--- src/rtl/tick_timer_ctrl.sv ---
// tick_timer_ctrl: prescaled tick generator with start/pause/stop control and a loadable down-counter
module tick_timer_ctrl #(
  parameter int CLK_HZ  = 50_000_000,
  parameter int TICK_HZ = 1,
  parameter int CNT_W   = 16
) (
  input  logic             clk_50mhz,
  input  logic             reset,
  input  logic             cfg_valid,
  output logic             cfg_ready,
  input  logic [CNT_W-1:0] cfg_load,
  input  logic             cfg_periodic,
  input  logic             start,
  input  logic             pause,
  input  logic             stop,
  output logic             tick,
  output logic             done,
  output logic [CNT_W-1:0] remaining,
  output logic [1:0]       state,
  output logic             busy
);
  localparam int DIV = CLK_HZ / TICK_HZ;
  localparam int PW = (DIV > 2) ? $clog2(DIV) : 1;
  localparam logic [PW-1:0] PMAX = PW'(DIV - 1);
  localparam logic [1:0] IDLE = 2'd0, RUN = 2'd1, PAUSE = 2'd2;

  if (DIV < 2) begin : g_bad_div
    $error("tick_timer_ctrl: CLK_HZ/TICK_HZ must be at least 2");
  end

  logic [PW-1:0]    pre;
  logic [CNT_W-1:0] reload;
  logic             periodic;
  logic [1:0]       state_next;
  logic             hs, wrap, last, go;

  assign hs   = cfg_valid & cfg_ready;
  assign wrap = (state == RUN) && (pre == PMAX);
  assign last = wrap && (remaining == CNT_W'(1));
  assign go   = start && !hs && (reload != '0);

  // state register
  always_ff @(posedge clk_50mhz)
    state <= reset ? IDLE : state_next;

  // next-state: stop wins, a one-shot terminal wrap overrides pause
  always_comb begin
    state_next = state;
    if (stop) state_next = IDLE;
    else if (state == IDLE) state_next = go ? RUN : IDLE;
    else if (state == RUN) state_next = (last && !periodic) ? IDLE : pause ? PAUSE : RUN;
    else if (state == PAUSE) state_next = start ? RUN : PAUSE;
    else state_next = IDLE;
  end

  // status outputs decoded from state
  always_comb begin
    cfg_ready = (state == IDLE);
    busy      = (state != IDLE);
  end

  // prescaler, tick/done strobes, remaining count and captured configuration
  always_ff @(posedge clk_50mhz) begin
    if (reset) begin
      pre       <= '0;
      tick      <= 1'b0;
      done      <= 1'b0;
      remaining <= '0;
      reload    <= '0;
      periodic  <= 1'b0;
    end else begin
      tick <= 1'b0;
      done <= 1'b0;
      if (stop) begin
        pre       <= '0;
        remaining <= reload;
      end else if (state == IDLE) begin
        if (hs) begin
          reload    <= cfg_load;
          remaining <= cfg_load;
          periodic  <= cfg_periodic;
        end else if (go) begin
          pre <= '0;
          if (remaining == '0) remaining <= reload;
        end
      end else if (state == RUN && (wrap || !pause)) begin
        pre <= wrap ? '0 : pre + 1'b1;
        if (wrap) begin
          tick      <= 1'b1;
          done      <= last;
          remaining <= last ? (periodic ? reload : '0) : remaining - 1'b1;
        end
      end
    end
  end
endmodule

--- config.mk ---
export PLATFORM = sky130hd
export DESIGN_NAME = tick_timer_ctrl
export DESIGN_NICKNAME = d
export VERILOG_FILES = /design/src/rtl/tick_timer_ctrl.sv
export SDC_FILE = /design/constraint.sdc
export NUM_CORES = 1
export LEC_CHECK = 0
export BUFFER_PORTS_ARGS = -buffer_cell sky130_fd_sc_hd__clkbuf_2
export CAP_MARGIN = 20
export CORE_MARGIN = 2
export CORE_UTILIZATION = 63
export CTS_CLUSTER_DIAMETER = 60
export DETAILED_ROUTE_END_ITERATION = 8
export GPL_TIMING_DRIVEN = 0
export PLACE_DENSITY = 0.87
export SETUP_SLACK_MARGIN = 0.05
export SYNTH_ARGS = -nofsm -noshare
export SYNTH_HDL_FRONTEND = slang
export SYNTH_SLANG_ARGS = --single-unit
--- constraint.sdc ---
create_clock -name clk_50mhz -period 6.05 [get_ports clk_50mhz]
set_input_delay 1.21 -clock clk_50mhz [delete_from_list [all_inputs] [get_ports clk_50mhz]]
set_output_delay 1.21 -clock clk_50mhz [all_outputs]
set_load 0.02 [all_outputs]
==> flow_summary.yaml <==
yosys:
  syn_inst: 468
  synth.avg_cell_area_um2: 7.64
  synth_edf_count: 0
  synth_adder_area_share_pct: 1.05
  syn-num-nets: 494
  synth.distinct_cells: 55
  netlist_area_mm2: 0.00358
  synthArstFlopShare_pct: 0
  synth_top_family_by_area: "simple AND/OR/NAND/NOR gates"
  ys_ff_latch: 63
  ys_warn_count: 0
  yosysTopAreaCell: "dfxtp_1"
  synth-simple-area-share_pct: 29.4
  yosysSeqAreaShare_pct: 35.3
  muxShareOfSynthArea_pct: 2.83
  ys_top_cells_by_area: "dfxtp_1 35%, a21oi_1 7.8%, nand2_1 6.6%"
  synth-main-ff-cell: "dfxtp_1"
  synth-compound-area-share_pct: 24.1
  yosys.area.top_type_share_pct: 35.3
  synth_xor_area_share_pct: 2.69
critical_path:
  startpoint_type: "flop"
  cp-end-kind: "flop"
  critical_path_peak_fanout: 10
  crit_required_ns: 6.32
  slowest_stage: "nor3b_2"
  critPathKind: "flop to flop"
  path_cells: "inv_1, ha_1, nor3b_2, and3_1, a41oi_1, a22oi_1, buf_2, o21ai_0, a21oi_1"
  crit_path_max_incr_delay_ns: 0.54
  arrival_ns: 3.14
flow_run:
  drv_cap: 0
floorplan:
  coreArea_mm2: 0.00551
  num_rows: 27
  design.die.area_mm2: 0.00629
  initial_core_util_pct: 64.9
  die_w_um: 79.3
  dieHeight_um: 79.3
  ios: 45
placed_design:
  numPortBuffers: 44
  dp_hpwl_um: 7390
  gp_congestion: 0.962
  pre_cts_slack_ns: 3.01
sta:
  rsz0062_at_grt: "no"
  finalCritPeriodShare_pct: 47.4
  drv_slew: 0
  max_clock_freq_ghz: 0.349
  min_period_ns: 2.87
  report.final.hold_viol_count: 0
  fin_worst_skew_ns: 0.00762
  slew_headroom_pct: 52.1
  fin_ws_ns: 3.18
  worst_slew_pin_slew_ns: 0.712
  setup-violations-final: 0
  fin_setup_tns_ns: 0
global_route:
  grt_max_degree: 11
  grt_usage_pct: 33.5
  grt_pass1_wl_um: 16500
  grt_overflow_total: 0
  antenna_found_initial: 0
  grt_pass1_vias: 3501
power:
  powerDensity_mw_per_mm2: 251
  power_mw: 1.02
  p_leak_nw: 1.53
  ir_worst_vdd_uv: 236
layout:
  fin_util_pct: 74.0
  layout_common_cells: "63 x nand2_1, 63 x dfxtp_1, 56 x a21oi_1"
  area_delta_synth_final_pct: 14.0
  diodes: 0
  nNetsFinal: 549
  fill_cells: 442
  drive_gt1_share_pct: 14.0
clocking:
  postCtsHoldBufs: 0
  cts_sinks: 63
  cts.clk_slew.worst_paths_ns: 0.07
  numCtsBuffers: 9
  cts_resized: 0
  clockBufferDepth: 2
  clk_latency_ns: 0.34
  cts_tree: "done"
  cts_setup_buffers: 0
  htreeDepth: 3
  root_buffer: "clkbuf_8"
drt:
  antenna_left: 0
  drtIter0Drc: 525
  drt_pass1_iterations: 5
  wl_um: 10500
  drcViolationCount: 0
  routed-via-count: 3965
  routed_via_density: 6.61
  avgRoutedWirePerCell_um: 17.5
worst_hold_path:
  hold_class: "flop to flop"
status:
  status: "completed"
## cells by family (layout without fill, tap and decap cells)
| kind of cell | count (synthesis) | in the layout |
|---|---|---|
| simple gates | 201 | 201 |
| compound gates | 143 | 143 |
| flops | 63 | 63 |
| buf+inv | 37 | 97 |
| xor+xnor | 11 | 11 |
| mux | 10 | 10 |
| fa+ha+maj | 3 | 3 |
## Yosys cell counts, drive strengths merged, types with 2 or more instances
cell type / number
a21oi: 56
a221oi: 3
a222oi: 6
a22oi: 9
a31oi: 16
a41oi: 3
and2: 4
and3: 18
and4: 3
buf: 6
clkbuf: 19
dfxtp: 63
ha: 3
inv: 12
mux2i: 9
nand2: 63
nand2b: 3
nand3: 13
nand4: 8
nand4b: 2
nor2: 42
nor2b: 2
nor3: 10
nor4: 13
nor4b: 4
o21ai: 34
o22a: 3
o31ai: 5
or2: 3
or3: 4
or4: 5
xnor2: 6
xor2: 5
## worst paths after layout
check	start	endpoint	slack (ns)	depth (start not counted)
min	pre[20]	pre[20]	0.48	2
max reg2reg	remaining[0]	remaining[6]	3.18	9
max	remaining[0]	remaining[6]	3.18	9
min reg2reg	pre[20]	pre[20]	0.48	2
## state kept, by name, summed over array words and instances (netlist names)
register	count
pre	26
reload	16
remaining	16
state	2
done	1
periodic	1
tick	1
## report_power, final
group | internal, mW | switching (mW) | total [mW]
Combinational | 0.0764 | 0.123 | 0.199
Sequential | 0.431 | 0.0260 | 0.457
Clock | 0.200 | 0.167 | 0.367
## critical path: cells and delay by family (launching register included)
| family | cells | cell delay, ns |
|---|---|---|
| buffers and inverters | 2 | 0.43 |
| adder cells (fa/ha/maj) | 1 | 0.17 |
| AO/OA/AOI/OAI | 4 | 0.97 |
| flip-flops | 1 | 0.39 |
| AND/OR/NAND/NOR | 2 | 0.84 |
## cell type report
class	instances	area [um^2]	share of cell area, %
plain buffers	25	120	2.95
clock buffers	12	145	3.56
clock inverters	4	45.0	1.10
inverters	12	45.0	1.10
multi-input cells	368	2150	52.7
flip-flops and latches	63	1260	30.9
well taps	72	90.1	2.21
repair buffers	44	220	5.40
## per-layer routing
metal | vias to the layer above | share of wire (%) | global-route usage [%]
met2 | 224 | 42 | 48.3
met3 | 28 | 11 | 7.05
met5 | - | 0 | 0
met4 | 0 | 2.5 | 16.2
met1 | 1866 | 45 | 47.4
li1 | 1847 | - | -
## stage by stage
step	cell area [um^2]	hold WS, ns	std cells
6_report	4080	0.484	600
5_1_grt	4080	0.501	600
4_1_cts	4080	0.486	600
3_5_place_dp	3890	0.470	584
3_3_place_gp	3890	0.459	584
2_1_floorplan	3580	0.437	468
Note: power is estimated with default switching activity, not from simulation.
